[src/rtl/if_fetch_unit_pkg.sv]
// if_fetch_unit_pkg: shared constants and br_bus field layout for the fetch stage
package if_fetch_unit_pkg;
  localparam logic [31:0] RESET_PC = 32'h1c000000;
  localparam int IF_TO_ID_BUS_W = 64;
  localparam int BR_BUS_W = 34;
  localparam int BR_TAKEN_BIT = 33;
  localparam int BR_TARGET_MSB = 32;
  localparam int BR_TARGET_LSB = 1;
  localparam int BR_STALL_BIT = 0;
endpackage

[src/rtl/if_fetch_unit_hold_buf.sv]
// if_inst_hold_buf: holds the SRAM read data while ID stalls so the bus stays stable
module if_inst_hold_buf (
  input  logic        clk,
  input  logic        reset,
  input  logic        capture,
  input  logic        clear,
  input  logic [31:0] din,
  output logic        buf_valid,
  output logic [31:0] inst_buf
);
  always_ff @(posedge clk) begin
    if (reset || clear) buf_valid <= 1'b0;
    else if (capture) buf_valid <= 1'b1;
    if (capture && !clear && !reset) inst_buf <= din;
  end
endmodule

[src/rtl/if_fetch_unit.sv]
// if_fetch_unit: pre-IF/IF stage generating nextpc, driving inst SRAM and presenting {pc,inst} to ID
module if_fetch_unit #(
  parameter logic [31:0] RESET_PC = if_fetch_unit_pkg::RESET_PC
) (
  input  logic                                     clk,
  input  logic                                     reset,
  input  logic                                     ID_Allow_in,
  input  logic [if_fetch_unit_pkg::BR_BUS_W-1:0]   br_bus,
  output logic                                     IF_to_ID_Valid,
  output logic [if_fetch_unit_pkg::IF_TO_ID_BUS_W-1:0] IF_to_ID_Bus,
  output logic                                     inst_sram_en,
  output logic [3:0]                               inst_sram_we,
  output logic [31:0]                              inst_sram_addr,
  output logic [31:0]                              inst_sram_wdata,
  input  logic [31:0]                              inst_sram_rdata
);
  import if_fetch_unit_pkg::*;
  logic        fs_valid;
  logic        fresh;
  logic        buf_valid;
  logic [31:0] pc;
  logic [31:0] inst_buf;
  logic [31:0] nextpc;
  logic [31:0] br_target;
  logic [31:0] inst;
  logic        br_taken;
  logic        fs_ready_go;
  logic        fs_allow_in;
  logic        handoff;
  logic        capture;
  logic        unused_stall;
  assign br_taken     = br_bus[BR_TAKEN_BIT];
  assign br_target    = br_bus[BR_TARGET_MSB:BR_TARGET_LSB];
  assign unused_stall = br_bus[BR_STALL_BIT];
  assign nextpc       = br_taken ? br_target : pc + 32'd4;
  assign fs_ready_go  = fs_valid & (fresh | buf_valid);
  assign fs_allow_in  = ~fs_valid | (fs_ready_go & ID_Allow_in) | br_taken;
  assign inst_sram_en    = ~reset & fs_allow_in;
  assign inst_sram_addr  = nextpc;
  assign inst_sram_we    = 4'b0;
  assign inst_sram_wdata = 32'b0;
  assign inst           = buf_valid ? inst_buf : inst_sram_rdata;
  assign IF_to_ID_Valid = ~reset & fs_valid & fs_ready_go & ~br_taken;
  assign IF_to_ID_Bus   = {pc, inst};
  assign handoff = IF_to_ID_Valid & ID_Allow_in;
  assign capture = fresh & fs_valid & ~ID_Allow_in & ~br_taken;
  always_ff @(posedge clk) begin
    if (reset) begin
      fs_valid <= 1'b0;
      fresh    <= 1'b0;
      pc       <= RESET_PC - 32'd4;
    end else if (inst_sram_en) begin
      fs_valid <= 1'b1;
      fresh    <= 1'b1;
      pc       <= nextpc;
    end else begin
      fresh    <= 1'b0;
    end
  end
  if_inst_hold_buf u_hold_buf (
    .clk       (clk),
    .reset     (reset),
    .capture   (capture),
    .clear     (handoff | br_taken),
    .din       (inst_sram_rdata),
    .buf_valid (buf_valid),
    .inst_buf  (inst_buf)
  );
endmodule

[config.mk]
export PLATFORM = sky130hd
export DESIGN_NAME = if_fetch_unit
export DESIGN_NICKNAME = d
export VERILOG_FILES = /design/src/rtl/if_fetch_unit_pkg.sv /design/src/rtl/if_fetch_unit_hold_buf.sv /design/src/rtl/if_fetch_unit.sv
export SDC_FILE = /design/constraint.sdc
export NUM_CORES = 1
export LEC_CHECK = 0
export ABC_AREA = 1
export CAP_MARGIN = 20
export CORE_MARGIN = 2
export CORE_UTILIZATION = 42
export CTS_BUF_LIST = sky130_fd_sc_hd__clkbuf_16
export CTS_CLUSTER_DIAMETER = 100
export DETAILED_ROUTE_END_ITERATION = 6
export HOLD_SLACK_MARGIN = 0.1
export PLACE_DENSITY_LB_ADDON = 0.25
export SLEW_MARGIN = 20
export SYNTH_ARGS = -nofsm -noshare
export SYNTH_HDL_FRONTEND = slang
export SYNTH_SLANG_ARGS = --single-unit
[constraint.sdc]
create_clock -name clk -period 3 [get_ports clk]
set_input_delay 0.3 -clock clk [delete_from_list [all_inputs] [get_ports clk]]
set_output_delay 0.3 -clock clk [all_outputs]
set_load 0.03 [all_outputs]
After elaboration in Yosys (flattened, before gate mapping)
Index checks and enable logic that the tools add are counted.
{"block": "classes", "reduce_logical": 5, "bitwise": 18, "n_mux": 3, "n_addsub": 1}
{"op": "2-to-1 mux 32 bit", "count": 2}
{"op": "adder 32 x 3 -> 32 bit, second input constant", "count": 1}
{"op": "bitwise AND 1 bit", "count": 10}
{"op": "inverter 1 bit", "count": 4}
{"op": "bitwise OR 1 bit", "count": 4}
{"op": "logical AND 1 bit", "count": 2}
{"op": "logical NOT 1 bit", "count": 2}
{"op": "logical OR 1 bit", "count": 1}
{"op": "2-to-1 mux 1 bit", "count": 1}
{"block": "totals", "regBits": 67, "in_bits": 69, "out_inout_bits": 134}

Depth between registers and ports, before layout
Gate-level depths: netlist of run 1.
{"block": "logic_depth", "ltp_word": 9, "mapped_depth": 12, "depth_no_buf": 12}

By module
Synthesis of run 1 repeated with hierarchy kept, for this count alone.
{"block": "hier_totals", "cells_unflattened": 553, "hier_area_um2": 4242.8}
{"module": "if_fetch_unit", "area_per_inst_um2": 3235.6, "n_inst": 1, "cells_per_inst": 513}
{"module": "if_inst_hold_buf", "area_per_inst_um2": 1007.2, "n_inst": 1, "cells_per_inst": 40}

Worst setup path before layout of run 1
Ideal clock, no wire load.
{"block": "synth_timing", "kind": "input -> register", "from": "input port br_bus[33] in the netlist's numbering", "to": "register u_hold_buf.inst_buf[0], enable pin", "setup_time_ns": 0.421, "cell_stages": 4, "n_path_buf": 1, "required_time_ns": 2.579, "arrival_time_ns": 2.083, "path_slack_ns": 0.496, "path_cell_list": "buf_2 > nor2_1 > nand3b_1 > nor2_1"}
{"block": "synth_between", "elab_chain_cells": 7, "word_cells_on_any_way": 8, "cone_classes": "bitwise: 5; reduce/logical: 3"}
{"element": "start: declaration", "line_no": "if_fetch_unit.sv:8", "text": "input logic [if_fetch_unit_pkg::BR_BUS_W-1:0] br_bus,"}
{"element": "inverter 1 bit", "line_no": "if_fetch_unit.sv:43, if_fetch_unit.sv:46"}
{"element": "bitwise AND 1 bit", "line_no": "if_fetch_unit.sv:43", "text": "assign IF_to_ID_Valid = ~reset & fs_valid & fs_ready_go & ~br_taken;"}
{"element": "bitwise AND 1 bit", "line_no": "if_fetch_unit.sv:45", "text": "assign handoff = IF_to_ID_Valid & ID_Allow_in;"}
{"element": "bitwise OR 1 bit", "line_no": "if_fetch_unit.sv:64", "text": ".clear (handoff | br_taken),"}
{"element": "logical NOT 1 bit", "line_no": "if_fetch_unit_hold_buf.sv:14", "text": "if (capture && !clear && !reset) inst_buf <= din;"}
{"element": "logical AND 1 bit * (2 in series)", "line_no": "if_fetch_unit_hold_buf.sv:14"}
{"element": "end signal: assignment", "line_no": "if_fetch_unit_hold_buf.sv:14"}
{"element": "end: declaration", "line_no": "if_fetch_unit_hold_buf.sv:9", "text": "output logic [31:0] inst_buf"}
Mark *: on every way between the ends. The rest lies on a longest branch, timed or not.
A chain may end at the register's enable or synchronous reset.

Final worst setup path of run 1
{"block": "layout_timing", "from": "register pc[4]", "to": "output port inst_sram_addr[23]"}
{"block": "layout_between", "elab_chain_cells": 2}
{"element": "start: declaration", "line_no": "if_fetch_unit.sv:21", "text": "logic [31:0] pc;"}
{"element": "start signal: assignment", "line_no": "if_fetch_unit.sv:51", "text": "pc <= RESET_PC - 32'd4;"}
{"element": "start signal: assignment", "line_no": "if_fetch_unit.sv:55", "text": "pc <= nextpc;"}
{"element": "adder 32 x 3 -> 32 bit", "line_no": "if_fetch_unit.sv:35", "text": "assign nextpc = br_taken ? br_target : pc + 32'd4;"}
{"element": "2-to-1 mux 32 bit", "line_no": "if_fetch_unit.sv:35"}
{"element": "end: declaration", "line_no": "if_fetch_unit.sv:13", "text": "output logic [31:0] inst_sram_addr,"}
No other way between the ends.

==> results of run 1 <==
==> final cells by class <==
cell class	instances	area (um^2)	share of cell area [%]
Clock buffer	9	225.2	3.634
Multi-Input combinational cell	484	2122	34.24
Clock inverter	7	83.83	1.353
Tap cell	133	166.4	2.685
Sequential cell	67	1662	26.81
Timing Repair Buffer	174	1717	27.70
Inverter	59	221.5	3.574
==> registers in the layout (all words and copies together) (netlist names) <==
signal / cells
fs_valid: 1
u_hold_buf.inst_buf: 32
fresh: 1
pc: 32
u_hold_buf.buf_valid: 1
==> cell families (layout without fill, tap and decap cells) <==
family	Yosys count	in the layout	synth area share, %
AND/OR/NAND/NOR	393	393	39.17
XOR/XNOR	2	2	0.4143
AO/OA/AOI/OAI	52	52	6.982
adder cells (fa/ha/maj)	1	1	0.2958
buffers and inverters	114	249	13.76
flip-flops	67	67	39.29
other	1	36	0.08867
==> cells in the mapped netlist (all sizes together), types with 2 or more instances <==
| master | number |
|---|---|
| dfxtp | 35 |
| a21boi | 2 |
| inv | 58 |
| o211ai | 2 |
| a31oi | 3 |
| or2 | 12 |
| nor2 | 74 |
| o21a | 2 |
| edfxtp | 32 |
| o21ai | 26 |
| clkbuf | 9 |
| nand4 | 2 |
| a21oi | 11 |
| and2 | 8 |
| nand2 | 254 |
| buf | 46 |
| o22ai | 3 |
| nand3 | 41 |
==> critical path: stages (launching register included) <==
cell and delay [ns]:
dfxtp_1 0.47, nand2_2 0.16, nor2_8 0.17, nand2_4 0.09, nor2_1 0.23, nand3_1 0.10, nand3_1 0.11, and2_1 0.13
clkdlybuf4s50_1 0.66
==> power groups by stage <==
stage	sequential [mW]	clock [mW]	combinational, mW
2_1_floorplan	1.14	0	0.586
3_3_place_gp	1.08	0	1.02
3_5_place_dp	1.08	0	1.03
4_1_cts	1.06	1.11	1.03
5_1_grt	1.07	1.16	1.11
6_report	1.06	1.09	1.03
==> metrics by stage <==
step	power, mW	hold WS (ns)	area [um^2]	util [%]	std cells
CTS	3.208	0.4789	6190	63.33	933
global route	3.334	0.5021	6197	63.40	933
floorplan	1.726	0.3989	4360	-	665
detailed placement	2.105	0.4698	5881	60.16	917
finish	3.183	0.4761	6197	63.40	933
global placement	2.095	0.4624	5881	60.16	917
==> metal layers <==
layer	vias up	part of all wire, %	GRT usage (%)
met5	-	0	0
met2	189	46	37.07
met3	21	7.6	4.574
met4	0	1.8	8.591
met1	1899	44	27.80
li1	2234	-	-
==> final timing paths <==
check,start,end,cells after the start
worst max register to register,pc[2]$_SDFFE_PP1P_,pc[14]$_SDFFE_PP1P_,10
worst max-delay path,pc[4]$_SDFFE_PP1P_,inst_sram_addr[23],8
worst min-delay path,pc[1]$_SDFFE_PP0P_,pc[1]$_SDFFE_PP0P_,2
worst min register to register,pc[1]$_SDFFE_PP0P_,pc[1]$_SDFFE_PP0P_,2
==> metrics.txt, run 1 <==
clock sinks=67; post_cts resized=0; RSZ-0062 raised after global routing=false; CP Capture Type=output port; clock tree buffer depth=2; Switch Pwr=1.073 mW; Detail Route Antenna Nets=0; vias in the first global route=4017; GPL Wtd Cong=0.9301; endpoints failing hold=0; path type of the worst min-delay path=reg -> reg; Logic pwr share=32.4%; initial antenna violation count=0; n_diodes=0; sequential fraction of the synthesis area=39.29%; Static Leak=2.948 nW; setup bufs post-CTS=0; hpwl dp=9386 um; I/O pin total=203; Worst Slack Setup Final=0.2561 ns; die outline height=104.3 um; post-synth top area share=22.72%; CORE AREA=9774 um^2; FFs w/ async S/R, synth=0%; largest net degree at the start of global routing=33; number of max-cap violations=0; Via density=4.655; htree depth=3; Worst VDD drop=0.0002468 V; count of input and output buffers=165; clock latency at the later pin of the worst-skew pair=0.33 ns; CP required=2.70 ns; synthesized flop and latch total=67; Warnings, synthesis=0; row cnt=36; most common cell after layout, fill and taps aside=nand2_1; critical path arrival=2.44 ns; gate count of the mapped netlist=630; Total Wirelength=12150 um; Root Buffer=clkbuf_16; Slew Limit Fails=0; top_reg_cell synth=dfxtp_1; mapped cell area=4229 um^2; CP Max Fanout=6; # fillers=860; crit path kind=reg -> out; Syn Area/Cell=6.713 um^2; Internal=2.110 mW; Syn-to-layout area delta=46.54%; status=complete, no violations; Setup TNS=0 ns; Reg power frac=33.4%; most frequent cells in the layout=nand2_1, clkdlybuf4s50_1, nor2_1; Worst-path clk slew=0.06 ns; DIE AREA=10890 um^2; TritonCTS Buffers=9; drt drc=0; grt ovf=0; Post-synth EDFFs=32; Clk pwr share=34.2%; CTS Hold Bufs=0; fmax=0.3644 GHz; layout cell share with drive strength beyond 1=9.500%; P per Cell Area=513.7 nW/um^2; switching share of power=33.71%; final setup vio count=0; min Tclk post-route=2.744 ns; nature of the critical path startpoint=flop; final critical-path share of the clock period=91.46%; global-route wire length before repair=19460 um; gr usage total=22.10%; initial core utilization=43.27%; flop-to-flop setup slack=1.20 ns; Initial DRC Count=214; routed vias=4343; top post-synthesis cells by area=edfxtp_1, nand2_1, dfxtp_1; count of unique library cells instantiated by Yosys=40; Setup Slack @ Placement=0.4183 ns; die width=104.3 um; WL/cell=13.02 um; Post-layout nets=865; Yosys top cell by area=edfxtp_1; TritonRoute pass-1 iters=5; TritonCTS clock tree=built; skew final=0.006302 ns
Note: power is estimated with default switching activity, not from simulation.
==> run 2: changes to the inputs <==
Settings changed: CTS_CLUSTER_SIZE set to 30.
==> results of run 2 <==
No change in the layout: final DEF, timing and power equal those of run 1.
==> run 3: changes to the inputs <==
Settings changed: GPL_ROUTABILITY_DRIVEN set to 0.
==> run 3 against run 2 <==
Clock power hardly changed. Critical path depth increased by 2. Die area unchanged. Largest power group unchanged.
==> metrics.txt, run 3 (synthesis gave the netlist of run 1 again) <==
status=complete, no violations; fmax=0.3497 GHz (-4.1%); skew final=0.009081 ns (+0.002780 ns); count of input and output buffers=165 (unchanged); TritonCTS clock tree=built; Worst VDD drop=0.0002870 V (+16%); number of max-cap violations=0 (unchanged); fin area=6186 um^2 (-0.18%); P per Cell Area=516.9 nW/um^2 (+0.63%); n_diodes=0 (unchanged); die outline height=104.3 um (unchanged); critical path arrival=2.56 ns (+0.12 ns); Slew Limit Fails=0 (unchanged); nature of the critical path startpoint=flop; slowest CP cell=clkdlybuf4s50_1; RR Startpoint=pc[2]$_SDFFE_PP1P_; min Tclk post-route=2.860 ns (+0.1161 ns); Syn-to-layout area delta=46.27%; Total Wirelength=12510 um (+3.0%); TritonRoute pass-1 iters=5 (unchanged); CP Max Fanout=7 (+1); Via density=4.687 (+0.68%); clock latency at the later pin of the worst-skew pair=0.33 ns (about the same); DP Area=5873 um^2 (-0.13%); top flop regs=pc (32), u_hold_buf.inst_buf (32); CP required=2.70 ns (about the same); crit path kind=reg -> out; final critical-path share of the clock period=95.33% (+3.9 points); # fillers=862 (+0.23%); clock sinks=67 (unchanged); initial core utilization=43.27% (unchanged); die width=104.3 um (unchanged); Detail Route Antenna Nets=0 (unchanged); most common cell after layout, fill and taps aside=nand2_1; hpwl dp=9545 um (+1.7%); Final Util=63.29% (-0.12 points); hold wc startpoint=pc[1]$_SDFFE_PP0P_; Setup TNS=0 ns (unchanged); WL/cell=13.43 um (+3.1%); Static Leak=2.932 nW (-0.55%); largest net degree at the start of global routing=33 (unchanged); post_cts resized=0 (unchanged); most frequent cells in the layout=nand2_1, clkdlybuf4s50_1, nor2_1; drt drc=0 (unchanged); path type of the worst min-delay path=reg -> reg; CTS Hold Bufs=0 (unchanged); GR Util met1=28.15% (+0.34 points); setup bufs post-CTS=0 (unchanged); routing usage on met2=39.36% (+2.3 points); grt ovf=0 (unchanged); Post-layout nets=864 (-0.12%); initial antenna violation count=0 (unchanged); global-route wire length before repair=20440 um (+5.0%); gr usage total=23.26% (+1.2 points); vias in the first global route=4194 (+4.4%); RSZ-0062 raised after global routing=false; row cnt=36 (unchanged); CP Capture Type=output port; hold_ws=0.4781 ns (+0.001936 ns); Worst-path clk slew=0.06 ns (about the same); DIE AREA=10890 um^2 (unchanged); Initial DRC Count=183 (-14%); final setup vio count=0 (unchanged); routed vias=4368 (+0.58%); slowest stage delay, CP=0.66 ns (about the same); htree depth=3 (unchanged); layout cell share with drive strength beyond 1=9.262% (-0.24 points); TritonCTS Buffers=9 (unchanged); most used routing layer in global routing=met2; CP Launch Point=pc[2]$_SDFFE_PP1P_; endpoints failing hold=0 (unchanged); CP cell instances=ha_2 -> nand2_2 -> nor2_4 -> nand3_1 -> nor2_1 -> nand3_1 -> nand2_1 -> nand2_1 -> inv_1 -> clkdlybuf4s50_1; Root Buffer=clkbuf_16; CORE AREA=9774 um^2 (unchanged); I/O pin total=203 (unchanged); Global Route met3 Usage=5.827% (+1.3 points); clock tree buffer depth=2 (unchanged)
run 3: power by group:
group          internal (mW)  switching, mW  leakage, nW
registers               1.00         0.0583        0.580
clock network          0.715          0.384        0.146
logic                  0.391          0.646         2.21
total                   2.11           1.09         2.93
run 3: final timing paths:
path,slack (ns),depth (start not counted),endpoint
setup / recovery,0.14,10,inst_sram_addr[18]
hold / removal,0.48,2,pc[1]$_SDFFE_PP0P_
setup reg to reg,1.19,10,pc[14]$_SDFFE_PP1P_
hold reg to reg,0.48,2,pc[1]$_SDFFE_PP0P_
run 3: per-stage QoR:
| step | setup WS, ns | power (mW) | instances |
|---|---|---|---|
| 6_report | 0.1400 | 3.197 | 932 |
| 5_1_grt | 0.02443 | 3.352 | 932 |
| 4_1_cts | 0.03169 | 3.220 | 932 |
| 3_5_place_dp | 0.4379 | 2.106 | 916 |
| 3_3_place_gp | 0.4463 | 2.093 | 916 |
| 2_1_floorplan | 0.4958 | 1.726 | 665 |
run 3: final cells by class:
class / count / area (um^2) / area share [%]
clock buffer: 9 / 225.2 / 3.641
clock inverter: 7 / 82.58 / 1.335
inverter: 59 / 221.5 / 3.580
multi-input combinational: 484 / 2122 / 34.30
sequential: 67 / 1662 / 26.86
tap: 133 / 166.4 / 2.690
timing repair buffer: 173 / 1707 / 27.59
run 3: critical path: cells and delay by family, from the launching register on:
kind	cells	cell delay [ns]
simple gates	7	0.75
fa+ha+maj	1	0.31
buf+inv	2	0.71
flops	1	0.47
run 3: per-layer routing:
metal	wire, um	share of wire, %
met1	5413	43
met2	5885	47
met3	992	7.9
met4	222	1.8
met5	0	0
